==> config.mk <==
export PLATFORM = sky130hd
export DESIGN_NAME = alu_sequencer_flat
export DESIGN_NICKNAME = d
export VERILOG_FILES = /design/src/rtl/alu_seq_if.sv /design/src/rtl/alu_sequencer.sv /design/src/flat_wrapper.sv
export SDC_FILE = /design/constraint.sdc
export NUM_CORES = 1
export LEC_CHECK = 0
export CAP_MARGIN = 10
export CORE_MARGIN = 2
export CORE_UTILIZATION = 25
export CTS_CLUSTER_SIZE = 25
export DETAILED_ROUTE_END_ITERATION = 10
export PLACE_DENSITY = 0.48
export SYNTH_ARGS = -nofsm -noshare
export SYNTH_HDL_FRONTEND = slang
export SYNTH_SLANG_ARGS = --single-unit
==> constraint.sdc <==
create_clock -name clk -period 5.1 [get_ports clk]
set_input_delay 1.02 -clock clk [delete_from_list [all_inputs] [get_ports clk]]
set_output_delay 1.02 -clock clk [all_outputs]
set_load 0.1 [all_outputs]
==> src/rtl/alu_seq_if.sv <==
// Bus between the multi-cycle controller and alu_sequencer.
// master: controller side (drives start/alu_op/func/a/b, reads results).
// slave:  ALU side (reads the request, drives result/zero/busy/done/hi/lo).
interface alu_seq_if #(
  parameter int unsigned WIDTH = 32
) ();
  logic             start;
  logic [1:0]       alu_op;
  logic [5:0]       func;
  logic [WIDTH-1:0] a;
  logic [WIDTH-1:0] b;
  logic [WIDTH-1:0] result;
  logic             zero;
  logic             busy;
  logic             done;
  logic [WIDTH-1:0] hi;
  logic [WIDTH-1:0] lo;

  modport master (
    output start, alu_op, func, a, b,
    input  result, zero, busy, done, hi, lo
  );

  modport slave (
    input  start, alu_op, func, a, b,
    output result, zero, busy, done, hi, lo
  );
endinterface

==> src/rtl/alu_sequencer.sv <==
// Sequential ALU: decodes alu_op/func, runs single-cycle ops in one edge and
// iterative unsigned multu/divu over WIDTH edges into HI/LO.
// Ports: clk, rst (sync, active-high), bus (alu_seq_if.slave):
//   start/alu_op/func/a/b in; result/zero/busy/done/hi/lo out (all registered).
module alu_sequencer #(
  parameter int unsigned WIDTH = 32,
  parameter int unsigned CNT_W = 6
) (
  input logic       clk,
  input logic       rst,
  alu_seq_if.slave  bus
);

  typedef enum logic [1:0] {S_IDLE, S_MUL, S_DIV} state_t;
  typedef enum logic [3:0] {
    OP_ADD, OP_SUB, OP_AND, OP_OR, OP_SLT, OP_MUL, OP_DIV, OP_MFHI, OP_MFLO
  } op_t;

  state_t           state_q, state_next;
  logic [CNT_W-1:0] cnt_q;
  logic [WIDTH-1:0] result_q, hi_q, lo_q;
  logic             zero_q, busy_q, done_q;
  // Iteration registers: MUL -> {partial hi, multiplier}, opnd = multiplicand;
  // DIV -> {remainder, quotient/dividend}, opnd = divisor.
  logic [WIDTH-1:0] work_hi_q, work_lo_q, opnd_q;

  op_t              op_c;
  logic [WIDTH-1:0] res_c;
  logic             last_iter_c;
  logic             load_single_c, launch_c, step_c, finish_c;
  logic [WIDTH:0]   sum_c, trial_c;
  logic [WIDTH-1:0] step_hi_c, step_lo_c;

  // Operation decode
  always_comb begin
    op_c = OP_AND;
    case (bus.alu_op)
      2'b00: op_c = OP_ADD;
      2'b01: op_c = OP_SUB;
      2'b11: op_c = OP_SLT;
      default: begin
        case (bus.func)
          6'b100000: op_c = OP_ADD;
          6'b100011: op_c = OP_SUB;
          6'b100100: op_c = OP_AND;
          6'b100101: op_c = OP_OR;
          6'b101010: op_c = OP_SLT;
          6'b011001: op_c = OP_MUL;
          6'b011011: op_c = OP_DIV;
          6'b010000: op_c = OP_MFHI;
          6'b010010: op_c = OP_MFLO;
          default:   op_c = OP_AND;
        endcase
      end
    endcase
  end

  // Single-cycle result
  always_comb begin
    res_c = bus.a & bus.b;
    case (op_c)
      OP_ADD:  res_c = bus.a + bus.b;
      OP_SUB:  res_c = bus.a - bus.b;
      OP_OR:   res_c = bus.a | bus.b;
      OP_SLT:  res_c = {{(WIDTH-1){1'b0}}, ($signed(bus.a) < $signed(bus.b))};
      OP_MFHI: res_c = hi_q;
      OP_MFLO: res_c = lo_q;
      default: res_c = bus.a & bus.b;
    endcase
  end

  // One shift-add / restoring shift-subtract iteration
  always_comb begin
    sum_c   = {1'b0, work_hi_q} + (work_lo_q[0] ? {1'b0, opnd_q} : '0);
    trial_c = {work_hi_q, work_lo_q[WIDTH-1]} - {1'b0, opnd_q};
    if (state_q == S_MUL) begin
      step_hi_c = sum_c[WIDTH:1];
      step_lo_c = {sum_c[0], work_lo_q[WIDTH-1:1]};
    end else if (!trial_c[WIDTH]) begin
      step_hi_c = trial_c[WIDTH-1:0];
      step_lo_c = {work_lo_q[WIDTH-2:0], 1'b1};
    end else begin
      step_hi_c = {work_hi_q[WIDTH-2:0], work_lo_q[WIDTH-1]};
      step_lo_c = {work_lo_q[WIDTH-2:0], 1'b0};
    end
  end

  assign last_iter_c = (cnt_q == CNT_W'(WIDTH - 1));

  // FSM state register
  always_ff @(posedge clk) begin
    if (rst) state_q <= S_IDLE;
    else     state_q <= state_next;
  end

  // FSM next state
  always_comb begin
    state_next = state_q;
    case (state_q)
      S_IDLE: begin
        if (bus.start && op_c == OP_MUL)      state_next = S_MUL;
        else if (bus.start && op_c == OP_DIV) state_next = S_DIV;
      end
      S_MUL, S_DIV: if (last_iter_c) state_next = S_IDLE;
      default: state_next = S_IDLE;
    endcase
  end

  // FSM control outputs
  always_comb begin
    load_single_c = 1'b0;
    launch_c      = 1'b0;
    step_c        = 1'b0;
    finish_c      = 1'b0;
    case (state_q)
      S_IDLE: begin
        if (bus.start) begin
          if (op_c == OP_MUL || op_c == OP_DIV) launch_c      = 1'b1;
          else                                  load_single_c = 1'b1;
        end
      end
      S_MUL, S_DIV: begin
        step_c   = 1'b1;
        finish_c = last_iter_c;
      end
      default: ;
    endcase
  end

  // Datapath and registered outputs
  always_ff @(posedge clk) begin
    if (rst) begin
      cnt_q     <= '0;
      result_q  <= '0;
      zero_q    <= 1'b1;
      busy_q    <= 1'b0;
      done_q    <= 1'b0;
      hi_q      <= '0;
      lo_q      <= '0;
      work_hi_q <= '0;
      work_lo_q <= '0;
      opnd_q    <= '0;
    end else begin
      done_q <= 1'b0;
      if (load_single_c) begin
        result_q <= res_c;
        zero_q   <= (res_c == '0);
        done_q   <= 1'b1;
      end
      if (launch_c) begin
        cnt_q     <= '0;
        busy_q    <= 1'b1;
        work_hi_q <= '0;
        work_lo_q <= (op_c == OP_MUL) ? bus.b : bus.a;
        opnd_q    <= (op_c == OP_MUL) ? bus.a : bus.b;
      end
      if (step_c) begin
        work_hi_q <= step_hi_c;
        work_lo_q <= step_lo_c;
        cnt_q     <= cnt_q + CNT_W'(1);
      end
      if (finish_c) begin
        hi_q     <= step_hi_c;
        lo_q     <= step_lo_c;
        result_q <= step_lo_c;
        zero_q   <= (step_lo_c == '0);
        busy_q   <= 1'b0;
        done_q   <= 1'b1;
        cnt_q    <= '0;
      end
    end
  end

  assign bus.result = result_q;
  assign bus.zero   = zero_q;
  assign bus.busy   = busy_q;
  assign bus.done   = done_q;
  assign bus.hi     = hi_q;
  assign bus.lo     = lo_q;

endmodule
==> src/flat_wrapper.sv <==
// flat-port wrapper written by rule: the top's interface ports become plain ports
module alu_sequencer_flat 
#(
  parameter int unsigned WIDTH = 32,
  parameter int unsigned CNT_W = 6
)
  (clk, rst, bus_start, bus_alu_op, bus_func, bus_a, bus_b, bus_result, bus_zero, bus_busy, bus_done, bus_hi, bus_lo);
  alu_seq_if #(.WIDTH(WIDTH)) bus_i ();
  input logic clk;
  input logic rst;
  input wire logic [$bits(bus_i.start)-1:0] bus_start;
  input wire logic [$bits(bus_i.alu_op)-1:0] bus_alu_op;
  input wire logic [$bits(bus_i.func)-1:0] bus_func;
  input wire logic [$bits(bus_i.a)-1:0] bus_a;
  input wire logic [$bits(bus_i.b)-1:0] bus_b;
  output wire logic [$bits(bus_i.result)-1:0] bus_result;
  output wire logic [$bits(bus_i.zero)-1:0] bus_zero;
  output wire logic [$bits(bus_i.busy)-1:0] bus_busy;
  output wire logic [$bits(bus_i.done)-1:0] bus_done;
  output wire logic [$bits(bus_i.hi)-1:0] bus_hi;
  output wire logic [$bits(bus_i.lo)-1:0] bus_lo;
  assign bus_i.start = bus_start;
  assign bus_i.alu_op = bus_alu_op;
  assign bus_i.func = bus_func;
  assign bus_i.a = bus_a;
  assign bus_i.b = bus_b;
  assign bus_result = bus_i.result;
  assign bus_zero = bus_i.zero;
  assign bus_busy = bus_i.busy;
  assign bus_done = bus_i.done;
  assign bus_hi = bus_i.hi;
  assign bus_lo = bus_i.lo;
  alu_sequencer #(.WIDTH(WIDTH), .CNT_W(CNT_W)) u_core (.clk(clk), .rst(rst), .bus(bus_i));
endmodule
==> impl_metrics.json, run 1 <==
{
  "fin_nets": 3116,
  "worstPathRequired_ns": 5.60,
  "crit_chain": "clkdlybuf4s50_1 -> buf_4 -> nor2b_2 -> a41oi_1 -> nand2_2 -> buf_4 -> buf_12 -> o2bb2ai_1 -> a222oi_1 -> o211a_1 -> nand4_1 -> a2111oi_4 -> buf_4 -> nand3_1 -> or4b_1 -> or4_4 -> o31ai_4",
  "clock_latency_ns": 0.58,
  "rsz0062_at_grt": "yes",
  "netlist_area_sq_um": 18160,
  "path_clk_slew_ns": 0.06,
  "postLayoutSetupSlackWorst_ns": 0.07601,
  "dpl.hpwl_mm": 66.83,
  "maxSlewHeadroom": 0.3117,
  "arrival_ns": 5.52,
  "drive_above_1_share": 0.1826,
  "cp_max_fo": 27,
  "grt_pass1_vias": 20018,
  "max_freq_mhz": 199.0,
  "slew_viol_final": 0,
  "worst-path-buf-inv": 5,
  "drtIter0Drc": 1613,
  "grt_pass1_wl_mm": 127.3,
  "ys_warn_count": 0,
  "cp-end-kind": "flop",
  "multi_input_area_sq_um": 13300,
  "postCtsHoldBufs": 0,
  "peakVddDrop_uv": 717.8,
  "route.vias.total": 20071,
  "hold_class": "flop to flop",
  "n_fill_cell": 7612,
  "cp_top_family": "simple AND/OR/NAND/NOR gates",
  "cap_violations": 0,
  "r2r-start": "u_core.opnd_q[1]",
  "antenna_found_initial": 0,
  "synthCells": 2463,
  "synth-main-ff-cell": "dfxtp_1",
  "pin_count": 174,
  "die_x_microns": 273.5,
  "worstSetupStartpointType": "input pin",
  "setup_viol": 0,
  "synth_top_area_cell": "dfxtp_1",
  "area_growth_pct": 34.95,
  "wire_per_inst_microns": 22.16,
  "yosys-top-cells-area": "dfxtp_1 (22%), ha_1 (11%), nor2_1 (6.9%)",
  "die_area_sq_um": 74830,
  "grt_max_degree": 77,
  "synth.top_cell.area_share": 0.2237,
  "timing.hold.ws_ns": 0.4587,
  "htreeDepth": 1,
  "ys_seq_area_frac": 0.2237,
  "clock-sinks": 203,
  "crit_type": "input pin to flop",
  "fp-row-count": 98,
  "routed_wl_mm": 85.11,
  "holdPathStages": 2,
  "reg2reg_depth": 13,
  "ys_ff_latch": 203,
  "pre_cts_ws_ns": -0.8696,
  "syn-num-nets": 2708,
  "numCtsBuffers": 27,
  "drc": 0,
  "globalRouteOverflowTotal": 0,
  "finalCriticalPeriod_ns": 5.024,
  "port_buffers": 173,
  "timing.final.crit_share": 0.9851,
  "start_util": 0.2532,
  "gp_congestion": 0.9538,
  "slowest_delay_ns": 0.54,
  "grt_use_total": 0.2214,
  "hold_violations": 0,
  "cpMostUsedCell": "buf_4",
  "antenna_cells": 0,
  "power.density_nw_per_um2": 494.3,
  "fp.dieH_microns": 273.5,
  "ys_types": 95,
  "status": "finished clean",
  "setup_tns_ns": 0,
  "async_flop_share": 0,
  "syn_area_per_cell_sq_um": 7.375,
  "core-area_sq_um": 71730,
  "hp-start": "u_core.bus.result[14]",
  "total_power_mw": 12.12,
  "dr.pass1.iters": 6,
  "register_area_sq_um": 4064,
  "cts_tree": "built",
  "hold_end": "u_core.bus.result[14]",
  "ant_nets": 0,
  "leakage_nw": 10.37,
  "r2r-end": "u_core.work_hi_q[31]",
  "worstMarginPinSlew_ns": 1.029,
  "clock-root-buffer": "clkbuf_16",
  "clock_skew_ns": 0.02675,
  "cp_slowest_cell": "or4b_1",
  "cts_buffer_depth": 3,
  "via_per_inst": 5.225,
  "reg2reg_slack_ns": 0.48,
  "synth_edf_count": 0
}
-- cell families after synthesis --
kind of cell / count (synthesis) / synth area share
fa+ha+maj: 170 / 0.1188
mux: 86 / 0.04973
xor+xnor: 72 / 0.03472
compound gates: 821 / 0.3003
simple gates: 818 / 0.2109
buf+inv: 293 / 0.06193
flops: 203 / 0.2237
-- synth_stat cells (9+ instances only) --
library cell / instances
or2_2: 10
a221oi_1: 17
a211o_1: 9
o21ai_0: 151
a22oi_1: 11
xor2_1: 25
inv_1: 145
xnor2_1: 47
nand2_1: 193
nor4_1: 14
a21o_1: 56
a311oi_1: 11
a31oi_1: 12
clkbuf_1: 116
nand2b_1: 21
nand3_1: 30
nor3_1: 58
o21bai_1: 20
a21oi_1: 242
nand4_1: 14
o22ai_1: 9
a211oi_1: 77
a22o_1: 22
nor2_1: 332
dfxtp_1: 203
mux2i_1: 52
o211ai_1: 42
ha_1: 166
o21a_1: 18
or3_1: 10
mux2_2: 34
and2_1: 43
and3_1: 23
nor2b_1: 30
o31ai_1: 9
buf_1: 21
-- worst register-to-register path: stages, from the launching register on --
cell      delay (ns)
dfxtp_1         0.38
inv_1           0.10
ha_1            0.29
nor2b_1         0.15
o31ai_1         0.42
nor4b_1         0.56
o32ai_1         0.26
a311o_1         0.44
a311o_1         0.47
a311o_1         0.44
a311oi_1        0.34
xnor2_1         0.11
a211o_1         0.31
a32o_1          0.26
-- layout by cell type, fill, tap and decap left out, drive strengths merged, types with 56 or more instances in the layout --
master / n
a211oi: 77
a21o: 56
a21oi: 242
buf: 355
clkdlybuf4s50: 158
dfxtp: 203
ha: 166
inv: 149
nand2: 194
nor2: 332
nor3: 59
o21ai: 156
-- state kept, by name, summed over array words and instances, names as in the netlist --
name	flops
u_core.bus.busy	1
u_core.work_hi_q	32
u_core.cnt_q	6
u_core.bus.zero	1
u_core.work_lo_q	32
u_core.opnd_q	32
u_core.bus.result	32
u_core.bus.hi	32
u_core.state_q	2
u_core.bus.lo	32
u_core.bus.done	1
-- power breakdown --
part | total, mW | switching [mW] | leakage (nW) | internal (mW)
registers | 1.92 | 0.177 | 1.65 | 1.75
clock network | 2.04 | 0.824 | 0.455 | 1.21
logic | 8.15 | 4.77 | 8.27 | 3.38
total | 12.1 | 5.77 | 10.4 | 6.34
-- stage by stage --
step | std cells | utilization | area, sq um
2_1_floorplan | 2463 | - | 18160
3_3_place_gp | 3783 | 0.3241 | 23240
3_5_place_dp | 3783 | 0.3241 | 23240
4_1_cts | 3835 | 0.3388 | 24310
5_1_grt | 3841 | 0.3417 | 24510
6_report | 3841 | 0.3417 | 24510
-- worst max path at each step --
stage           startpoint               to  slack (ns)  cells past startpoint
2_1_floorplan     bus_b[2]  u_core.bus.zero        0.21                     15
3_3_place_gp      bus_b[4]  u_core.bus.zero       -0.83                     16
3_5_place_dp      bus_b[4]  u_core.bus.zero       -0.87                     16
4_1_cts           bus_a[0]  u_core.bus.zero       0.002                     20
5_1_grt        bus_func[4]  u_core.bus.zero       -0.09                     17
6_report       bus_func[4]  u_core.bus.zero        0.08                     17
-- layer usage --
layer,vias to the layer above,part of all wire,global-route usage
met4,0,0.027,0.05580
li1,9696,-,-
met3,113,0.048,0.02439
met1,9632,0.48,0.3061
met2,630,0.45,0.3645
met5,-,0,0
-- final cells by class --
| cell class | count | share of cell area |
|---|---|---|
| sequential | 203 | 0.1658 |
| clock inverter | 16 | 0.008678 |
| inverter | 145 | 0.02221 |
| clock buffer | 33 | 0.02930 |
| multi-input combinational | 1967 | 0.5426 |
| timing repair buffer | 527 | 0.1830 |
| tap | 950 | 0.04849 |
-- what timing repair did --
item,CTS,global route
pin swaps,6,13
resized for setup,19,51
setup endpoints to repair,1,3
buffers inserted,3,6
Power figures use the tool's default switching activity.
==> run 2, diff against run 1 <==
--- a/config.mk
+++ b/config.mk
@@ -5,12 +5,12 @@
 export SDC_FILE = /design/constraint.sdc
 export NUM_CORES = 1
 export LEC_CHECK = 0
-export CAP_MARGIN = 10
+export CAP_MARGIN = 20
 export CORE_MARGIN = 2
 export CORE_UTILIZATION = 25
 export CTS_CLUSTER_SIZE = 25
 export DETAILED_ROUTE_END_ITERATION = 10
-export PLACE_DENSITY = 0.48
+export PLACE_DENSITY = 0.46
 export SYNTH_ARGS = -nofsm -noshare
 export SYNTH_HDL_FRONTEND = slang
 export SYNTH_SLANG_ARGS = --single-unit
==> constraint.sdc (replaced) <==
create_clock -name clk -period 5.7 [get_ports clk]
set_input_delay 1.14 -clock clk [delete_from_list [all_inputs] [get_ports clk]]
set_output_delay 1.14 -clock clk [all_outputs]
set_load 0.1 [all_outputs]
==> run 2 against run 1 <==
Against the previous run: total power fell by 12%; die area unchanged; sequential share of layout area up 0.81 points; non-clock buffer count is 110 lower; global-route usage decreased by 1.4 points; flip-flop and latch count unchanged; clock skew rose by 0.0017 ns; wire length decreased by 6.2%; critical path type unchanged.
==> impl_metrics.json, run 2 (synthesis results as in run 1) <==
{
  "antenna_found_initial": 2,
  "power.density_nw_per_um2": 458.5,
  "final_area_sq_um": 23370,
  "placed_cell_area_sq_um": 22450,
  "port_buffers": 173,
  "r2r-end": "u_core.bus.result[0]",
  "cts_buffer_depth": 3,
  "reg2reg_depth": 17,
  "grt_pass1_vias": 19021,
  "drtIter0Drc": 1541,
  "fp.dieH_microns": 273.5,
  "clock-sinks": 203,
  "die_area_sq_um": 74830,
  "wire_per_inst_microns": 21.42,
  "arrival_ns": 5.90,
  "holdPathStages": 2,
  "cp_max_fo": 4,
  "rsz0062_at_grt": "no",
  "r2r-start": "u_core.work_lo_q[31]",
  "layout_commonest_cell": "nor2_1",
  "clock_latency_ns": 0.57,
  "final_cell_mix": "nor2_1 (330), a21oi_1 (242), buf_4 (241)",
  "routed_wl_mm": 79.81,
  "cts_setup_buffers": 0,
  "slew_viol_final": 0,
  "ant_nets": 0,
  "crit_type": "input pin to flop",
  "finalCriticalPeriod_ns": 5.418,
  "dpl.hpwl_mm": 63.22,
  "drive_above_1_share": 0.1351,
  "dr.pass1.iters": 6,
  "cp-end-kind": "flop",
  "route.vias.total": 19481,
  "hold_class": "flop to flop",
  "grt_pass1_wl_mm": 119.9,
  "worstPathRequired_ns": 6.18,
  "leakage_nw": 9.669,
  "worstMarginPinSlew_ns": 1.064,
  "cap_violations": 0,
  "via_per_inst": 5.228,
  "max_freq_mhz": 184.6,
  "fp-row-count": 98,
  "globalRouteOverflowTotal": 0,
  "htreeDepth": 1,
  "reg2reg_slack_ns": 0.91,
  "hold_end": "u_core.bus.result[14]",
  "timing.final.crit_share": 0.9504,
  "cts_tree": "built",
  "clock-root-buffer": "clkbuf_16",
  "grt_use_total": 0.2069,
  "area_growth_pct": 28.67,
  "hold_violations": 0,
  "die_x_microns": 273.5,
  "core-area_sq_um": 71730,
  "status": "finished clean",
  "total_power_mw": 10.72,
  "start_util": 0.2532,
  "clock_skew_ns": 0.02845,
  "numCtsBuffers": 25,
  "maxSlewHeadroom": 0.2831,
  "pin_count": 174,
  "fin_nets": 3004,
  "path_clk_slew_ns": 0.06,
  "grt_max_degree": 115,
  "gp_congestion": 0.8973,
  "worstSetupStartpointType": "input pin",
  "drc": 0,
  "peakVddDrop_uv": 1075,
  "setup_viol": 0,
  "hp-start": "u_core.bus.result[14]"
}
-- run 2: cell count changes in the layout (fill, tap and decap cells not counted), moves of 5 or more --
cell / delta
clkdlybuf4s50_1: +14
inv_1: +8
buf_4: -107
ha_1: +6
inv_2: -8
dlymetal6s2s_1: -12
o21ai_0: +5
-- run 2: timing repair --
item,CTS,global route
hold buffers,0,0
resized for setup,0,1
setup endpoints to repair,0,1
-- run 2: layout make-up --
class / count / area [sq um]
fillers: 7601 / 48360
multi-input cells: 1967 / 13060
flip-flops and latches: 203 / 4064
well taps: 950 / 1189
repair buffers: 417 / 3602
clock buffers: 29 / 670.6
diodes: 1 / 2.502
clock inverters: 14 / 236.5
inverters: 145 / 544.3
-- run 2: report_power, final --
| part | total [mW] | switching [mW] | internal (mW) |
|---|---|---|---|
| combinational | 7.20 | 4.21 | 2.99 |
| sequential | 1.72 | 0.153 | 1.56 |
| clock | 1.80 | 0.689 | 1.11 |
-- run 2: metrics by stage --
step / cells / TNS (ns) / utilization / worst slack, ns / hold slack [ns]
6_report: 3726 / 0 / 0.3258 / 0.2825 / 0.4565
5_1_grt: 3725 / 0 / 0.3258 / 0.01067 / 0.4748
4_1_cts: 3725 / 0 / 0.3257 / 0.2931 / 0.4595
3_5_place_dp: 3682 / -0.2412 / 0.3130 / -0.2412 / 0.4434
3_3_place_gp: 3682 / -0.2431 / 0.3130 / -0.2431 / 0.4434
2_1_floorplan: 2463 / 0 / - / 0.6892 / 0.4460
-- run 2: worst max-delay path by stage --
stage                   from         endpoint
floorplan           bus_b[2]  u_core.bus.zero
global placement    bus_b[1]  u_core.bus.zero
detailed placement  bus_b[1]  u_core.bus.zero
CTS                 bus_b[1]  u_core.bus.zero
global route        bus_b[1]  u_core.bus.zero
finish              bus_b[1]  u_core.bus.zero
-- run 2: layer usage --
layer,part of all wire,track usage
met1,0.48,0.2966
met2,0.44,0.3276
met3,0.056,0.02579
met4,0.023,0.04702
met5,0.00016,0
-- run 2: worst max-delay path, cell delays in order --
cell,delay [ns]
clkdlybuf4s50_1,0.48
inv_1,0.06
ha_1,0.34
nor2_1,0.16
o211ai_1,0.16
and2_1,0.21
o31a_1,0.26
a221o_1,0.31
a221oi_1,0.32
or4b_1,0.52
a2111oi_2,0.38
buf_4,0.18
nand3_1,0.09
or4b_1,0.50
or4_1,0.58
o31ai_2,0.22
==> variant 1, RTL diff (config.mk and constraints of run 2) <==
`CNT_W` is set to 6 in 2 places; all go to 7.
--- a/src/rtl/alu_sequencer.sv
+++ b/src/rtl/alu_sequencer.sv
@@ -4,7 +4,7 @@
 //   start/alu_op/func/a/b in; result/zero/busy/done/hi/lo out (all registered).
 module alu_sequencer #(
   parameter int unsigned WIDTH = 32,
-  parameter int unsigned CNT_W = 6
+  parameter int unsigned CNT_W = 7
 ) (
   input logic       clk,
   input logic       rst,
--- a/src/flat_wrapper.sv
+++ b/src/flat_wrapper.sv
@@ -2,7 +2,7 @@
 module alu_sequencer_flat 
 #(
   parameter int unsigned WIDTH = 32,
-  parameter int unsigned CNT_W = 6
+  parameter int unsigned CNT_W = 7
 )
   (clk, rst, bus_start, bus_alu_op, bus_func, bus_a, bus_b, bus_result, bus_zero, bus_busy, bus_done, bus_hi, bus_lo);
   alu_seq_if #(.WIDTH(WIDTH)) bus_i ();
Check against the original RTL: same outputs for any inputs over 4 cycles, from zero or initial values and one cycle with rst high; that may be too few to reach the edited logic, so the function may still have changed.
==> variant 1 against run 2 <==
Wire length rose by 18%; critical endpoint unchanged; setup slack gained 0.44 ns; area after synthesis rose by 3.2%; fmax increased by 8.9%; sequential cell count grew 1; design area shrank 3.4%; register-to-register slack better by 0.30 ns; via count increased by 3.5%.
Power is not compared: it rests on default switching activity, and its combinational part moved more than twofold at a synthesized area within 25%.
==> variant 1: results (changes against run 2) <==
Syn Nets -> 2799 (+3.4%)
syn avg cell area -> 7.34 um^2 (-0.50%)
Detailed Route Iter0 Violations -> 2042 (+33%)
asr flop ratio synth -> 0% (unchanged)
Max clock buf depth -> 3 (unchanged)
sequential area share after synthesis -> 21.8% (-0.58 points)
HPWL after DPL -> 75200 um (+19%)
number of global-route vias before repair -> 19518 (+2.6%)
setup bufs post-CTS -> 0 (unchanged)
final std cells w/o fill -> 3658 (-1.8%)
outcome -> finished clean
Detailed Routing Iterations Pass 1 -> 6 (unchanged)
final hold slack -> 0.484 ns (+0.0275 ns)
CTS root buf -> clkbuf_16
PostCTS Resize Cnt -> 0 (unchanged)
GRT Total Usage -> 23.5% (+2.8 points)
peak supply drop -> 0.000247 V
Slew Limit Fails -> 0 (unchanged)
final hold vios -> 0 (unchanged)
dpl cells -> 3609 (-2.0%)
Comb pwr share -> 43.2%
largest net degree at the start of global routing -> 83 (-28%)
metal3 WL -> 5920 um (+33%)
Critical Path AT -> 5.43 ns (-0.47 ns)
worst hold path class -> reg2reg
clock skew -> 0.0137 ns (-0.0148 ns)
FF-to-FF setup slack -> 1.21 ns (+0.30 ns)
CTS H-tree depth -> 1 (unchanged)
crit-path max FO -> 10 (+6)
yosys warns -> 0 (unchanged)
worst skew pair latency -> 0.55 ns (-0.02 ns)
synth cell count leaders -> nor2_1, a21oi_1, nand2_1
clock-pin slew on the worst setup and hold paths -> 0.06 ns (about the same)
top layer in use -> met5
initial antenna violation count -> 6 (+4)
port buffer count -> 173 (unchanged)
met2 WL -> 42400 um (+21%)
P_leak -> 0.00890 uW
Seq. pwr -> 1520 uW
Internal Power -> 3470 uW
share of layout cells above drive strength 1 -> 7.63% (-5.9 points)
gpl congestion -> 0.976 (+8.8%)
slowest stage delay, CP -> 0.79 ns (+0.21 ns)
global-route wire length before repair -> 135000 um (+13%)
Nets -> 2913 (-3.0%)
Vias -> 20154 (+3.5%)
Slew @ Worst Pin -> 1.12 ns (+0.0516 ns)
metal1 wirelength -> 41700 um (+8.1%)
total wire length -> 93900 um (+18%)
Final Setup Violations -> 0 (unchanged)
CTS Buf Count -> 26 (+4.0%)
Yosys cell types -> 107 (+13%)
total net switching power -> 2390 uW
Post-synth top flop -> dfxtp_1
CP max stage cell -> o31ai_1
ranking of synthesized cells by area -> dfxtp_1, ha_1, a21oi_1, nor2_1, nand2_1
## variant 1: logic make-up after synthesis
| family | after synthesis | share of synthesized area, % |
|---|---|---|
| buf+inv | 308 | 6.94 |
| compound gates | 880 | 31.2 |
| flops | 204 | 21.8 |
| simple gates | 854 | 21.5 |
| mux | 59 | 3.36 |
| fa+ha+maj | 170 | 11.5 |
| xor+xnor | 79 | 3.69 |
## variant 1: layout make-up
| type | count | area [um^2] |
|---|---|---|
| Clock buffer | 36 | 769 |
| Clock inverter | 11 | 165 |
| Antenna cell | 2 | 5.00 |
| Timing Repair Buffer | 243 | 2330 |
| Inverter | 151 | 567 |
| Fill cell | 8165 | 51700 |
| Sequential cell | 204 | 4090 |
| Tap cell | 969 | 1210 |
| Multi-Input combinational cell | 2042 | 13400 |
## variant 1: path summary, 6_finish.rpt
kind	endpoint	cells past startpoint	startpoint
setup / recovery	u_core.bus.zero	14	bus_a[15]
hold reg to reg	u_core.state_q[1]	2	u_core.state_q[1]
setup reg to reg	u_core.bus.hi[13]	15	u_core.work_lo_q[31]
hold / removal	u_core.state_q[1]	2	u_core.state_q[1]
## variant 1: layer usage
metal  vias to the layer above  GRT usage [%]
met1                      9744           31.5
met5                         -              0
met4                         6           8.55
li1                       9474              -
met3                       154           3.10
met2                       776           38.5
## variant 1: stage by stage
stage / cell area [um^2] / setup slack, ns
4_1_cts: 22600 / 0.819
6_report: 22600 / 0.725
3_5_place_dp: 21600 / 0.239
5_1_grt: 22600 / 0.487
3_3_place_gp: 21600 / 0.208
2_1_floorplan: 18700 / 1.82
## variant 1: critical path, delay by kind of cell
kind / cells / cell delay, ns
adders and majority gates: 1 / 0.47
AOI/OAI and AO/OA: 7 / 2.51
buffers and inverters: 3 / 0.92
and+or+nand+nor: 3 / 0.39
==> variant 2, RTL diff (flow settings as in run 2) <==
Without the edit above. One comparison of `cnt_q` changes from == to >=.
--- a/src/rtl/alu_sequencer.sv
+++ b/src/rtl/alu_sequencer.sv
@@ -85,7 +85,7 @@
     end
   end
 
-  assign last_iter_c = (cnt_q == CNT_W'(WIDTH - 1));
+  assign last_iter_c = (cnt_q >= CNT_W'(WIDTH - 1));
 
   // FSM state register
   always_ff @(posedge clk) begin
Behaviour: same outputs for any inputs over 4 cycles, from zero or initial values and one cycle with rst high; that may be too few to reach the edited logic, so the function may still have changed.
==> variant 2 against run 2 <==
The run now ends with design-rule violations left; setup slack better by 0.10 ns; wire length rose by 13%; area after synthesis is 1.8% higher; design area fell by 1.8%; fmax rose by 2.0%; global-route usage is 2.1 points higher; sequential cell count unchanged; critical path type unchanged.
Power is not compared: it rests on default switching activity, and its combinational part moved more than twofold at a synthesized area within 25%.
==> variant 2: results (changes against run 2) <==
peak supply drop -> 0.000257 V
Post-Syn Instances -> 2527 (+2.6%)
dpl cells -> 3645 (-1.0%)
mux contribution to synthesized area -> 3.92% (-1.0 points)
worst rel slew slack -> 28.0% (-0.36 points)
final std cells w/o fill -> 3694 (-0.86%)
Internal Power -> 3240 uW
CTS root buf -> clkbuf_16
ranking of synthesized cells by area -> dfxtp_1, ha_1, a21oi_1, nor2_1, nand2_1
Detailed Routing Iterations Pass 1 -> 9 (+3)
initial antenna violation count -> 0 (-2)
Vias -> 20221 (+3.8%)
clock skew -> 0.0119 ns (-0.0166 ns)
failing checks -> design-rule violations
P_leak -> 0.00899 uW
Yosys cell types -> 92 (-3.2%)
global-route wire length before repair -> 130000 um (+8.7%)
GRT Total Usage -> 22.8% (+2.1 points)
PostCTS Resize Cnt -> 0 (unchanged)
sequential area share after synthesis -> 22.0% (-0.40 points)
Nets -> 2960 (-1.5%)
gpl congestion -> 1.01 (+12%)
slowest stage delay, CP -> 0.54 ns (-0.04 ns)
CP max stage cell -> or4bb_1
worst hold path class -> reg2reg
Yosys top cell area share -> 22.0% (-0.40 points)
port buffer count -> 173 (unchanged)
Syn Nets -> 2772 (+2.4%)
synth cell count leaders -> nor2_1, a21oi_1, nand2_1
number of global-route vias before repair -> 19204 (+0.96%)
HPWL after DPL -> 71000 um (+12%)
share of layout cells above drive strength 1 -> 9.65% (-3.9 points)
crit-path max FO -> 5 (+1)
post-synthesis xor/xnor area fraction -> 3.84% (+0.36 points)
delay-heaviest family, CP -> compound AO/OA/AOI/OAI gates
Max clock buf depth -> 3 (unchanged)
diodes inserted -> 0 (-1)
outcome -> complete, but fails checks
yosys warns -> 0 (unchanged)
Critical Path AT -> 5.82 ns (-0.08 ns)
setup bufs post-CTS -> 0 (unchanged)
DRC viols -> 3 (+3)
CTS H-tree depth -> 1 (unchanged)
Compound-Gate Fraction of Synth Area -> 32.1% (+2.1 points)
asr flop ratio synth -> 0% (unchanged)
area share of fa/ha/maj cells after synthesis -> 11.7% (-0.21 points)
CTS Buf Count -> 27 (+8.0%)
worst skew pair latency -> 0.57 ns (about the same)
Detailed Route Iter0 Violations -> 1925 (+25%)
largest net degree at the start of global routing -> 147 (+28%)
clock-pin slew on the worst setup and hold paths -> 0.07 ns
pre-CTS setup slack -> -0.0884 ns (+0.153 ns)
total wire length -> 89900 um (+13%)
==> variant 2: changes by cell type in the layout (fill, tap and decap cells not counted), moves of 11 or more <==
cell      before  now
nand3_1       29   43
a21o_1        56   38
mux2i_1       52   41
a21oi_1      242  291
o211ai_1      42   56
and3_1        23   10
o21ai_0      150  138
nor3_1        57   40
nand2_1      193  212
buf_4        241  143
nor2_1       330  295
o21a_1        18   41
==> variant 2: power groups by stage <==
stage	logic (uW)	clock network [uW]	registers, uW
global route	2310	1830	1510
detailed placement	2130	0	1540
finish	2160	1740	1510
CTS	2140	1780	1510
global placement	2130	0	1540
floorplan	1200	0	1680
==> variant 2: logic make-up after synthesis <==
group | after synthesis
AO/OA/AOI/OAI | 902
AND/OR/NAND/NOR | 792
buffers and inverters | 310
flip-flops | 203
adder cells (fa/ha/maj) | 170
XOR/XNOR | 81
multiplexers | 69
==> variant 2: path summary, 6_finish.rpt <==
| check | startpoint | end | slack [ns] | cells after the start |
|---|---|---|---|---|
| max | bus_a[0] | u_core.bus.zero | 0.39 | 19 |
| min | u_core.state_q[1] | u_core.state_q[1] | 0.47 | 2 |
| max reg2reg | u_core.work_lo_q[0] | u_core.bus.hi[23] | 0.98 | 15 |
| min reg2reg | u_core.state_q[1] | u_core.state_q[1] | 0.47 | 2 |
==> variant 2: cell type report <==
type	instances	area, um^2
fillers	7908	50100
multi-input cells	2014	13300
flip-flops and latches	203	4060
repair buffers	319	2880
well taps	959	1200
clock buffers	36	759
inverters	150	563
clock inverters	13	130
==> variant 2: worst min-delay path: stages (launching register included) <==
cell and delay [ns]:
dfxtp_1 0.31, nand2_1 0.05, a21oi_1 0.05
==> variant 2: metrics by stage <==
| stage | power (uW) | area (um^2) | utilization, % | TNS [ns] |
|---|---|---|---|---|
| 2_1_floorplan | 2880 | 18500 | - | 0 |
| 3_3_place_gp | 3670 | 22000 | 30.1 | -0.116 |
| 3_5_place_dp | 3670 | 22100 | 30.2 | -0.0979 |
| 4_1_cts | 5430 | 22900 | 31.4 | 0 |
| 5_1_grt | 5650 | 22900 | 31.4 | 0 |
| 6_report | 5410 | 22900 | 31.4 | 0 |
==> variant 2: layer usage <==
| layer | part of all wire, % | vias to the layer above | global-route usage (%) |
|---|---|---|---|
| met4 | 2.5 | 0 | 5.50 |
| met2 | 44 | 799 | 36.4 |
| li1 | - | 9530 | - |
| met3 | 6.6 | 109 | 2.49 |
| met1 | 46 | 9783 | 32.5 |
| met5 | 0 | - | 0 |
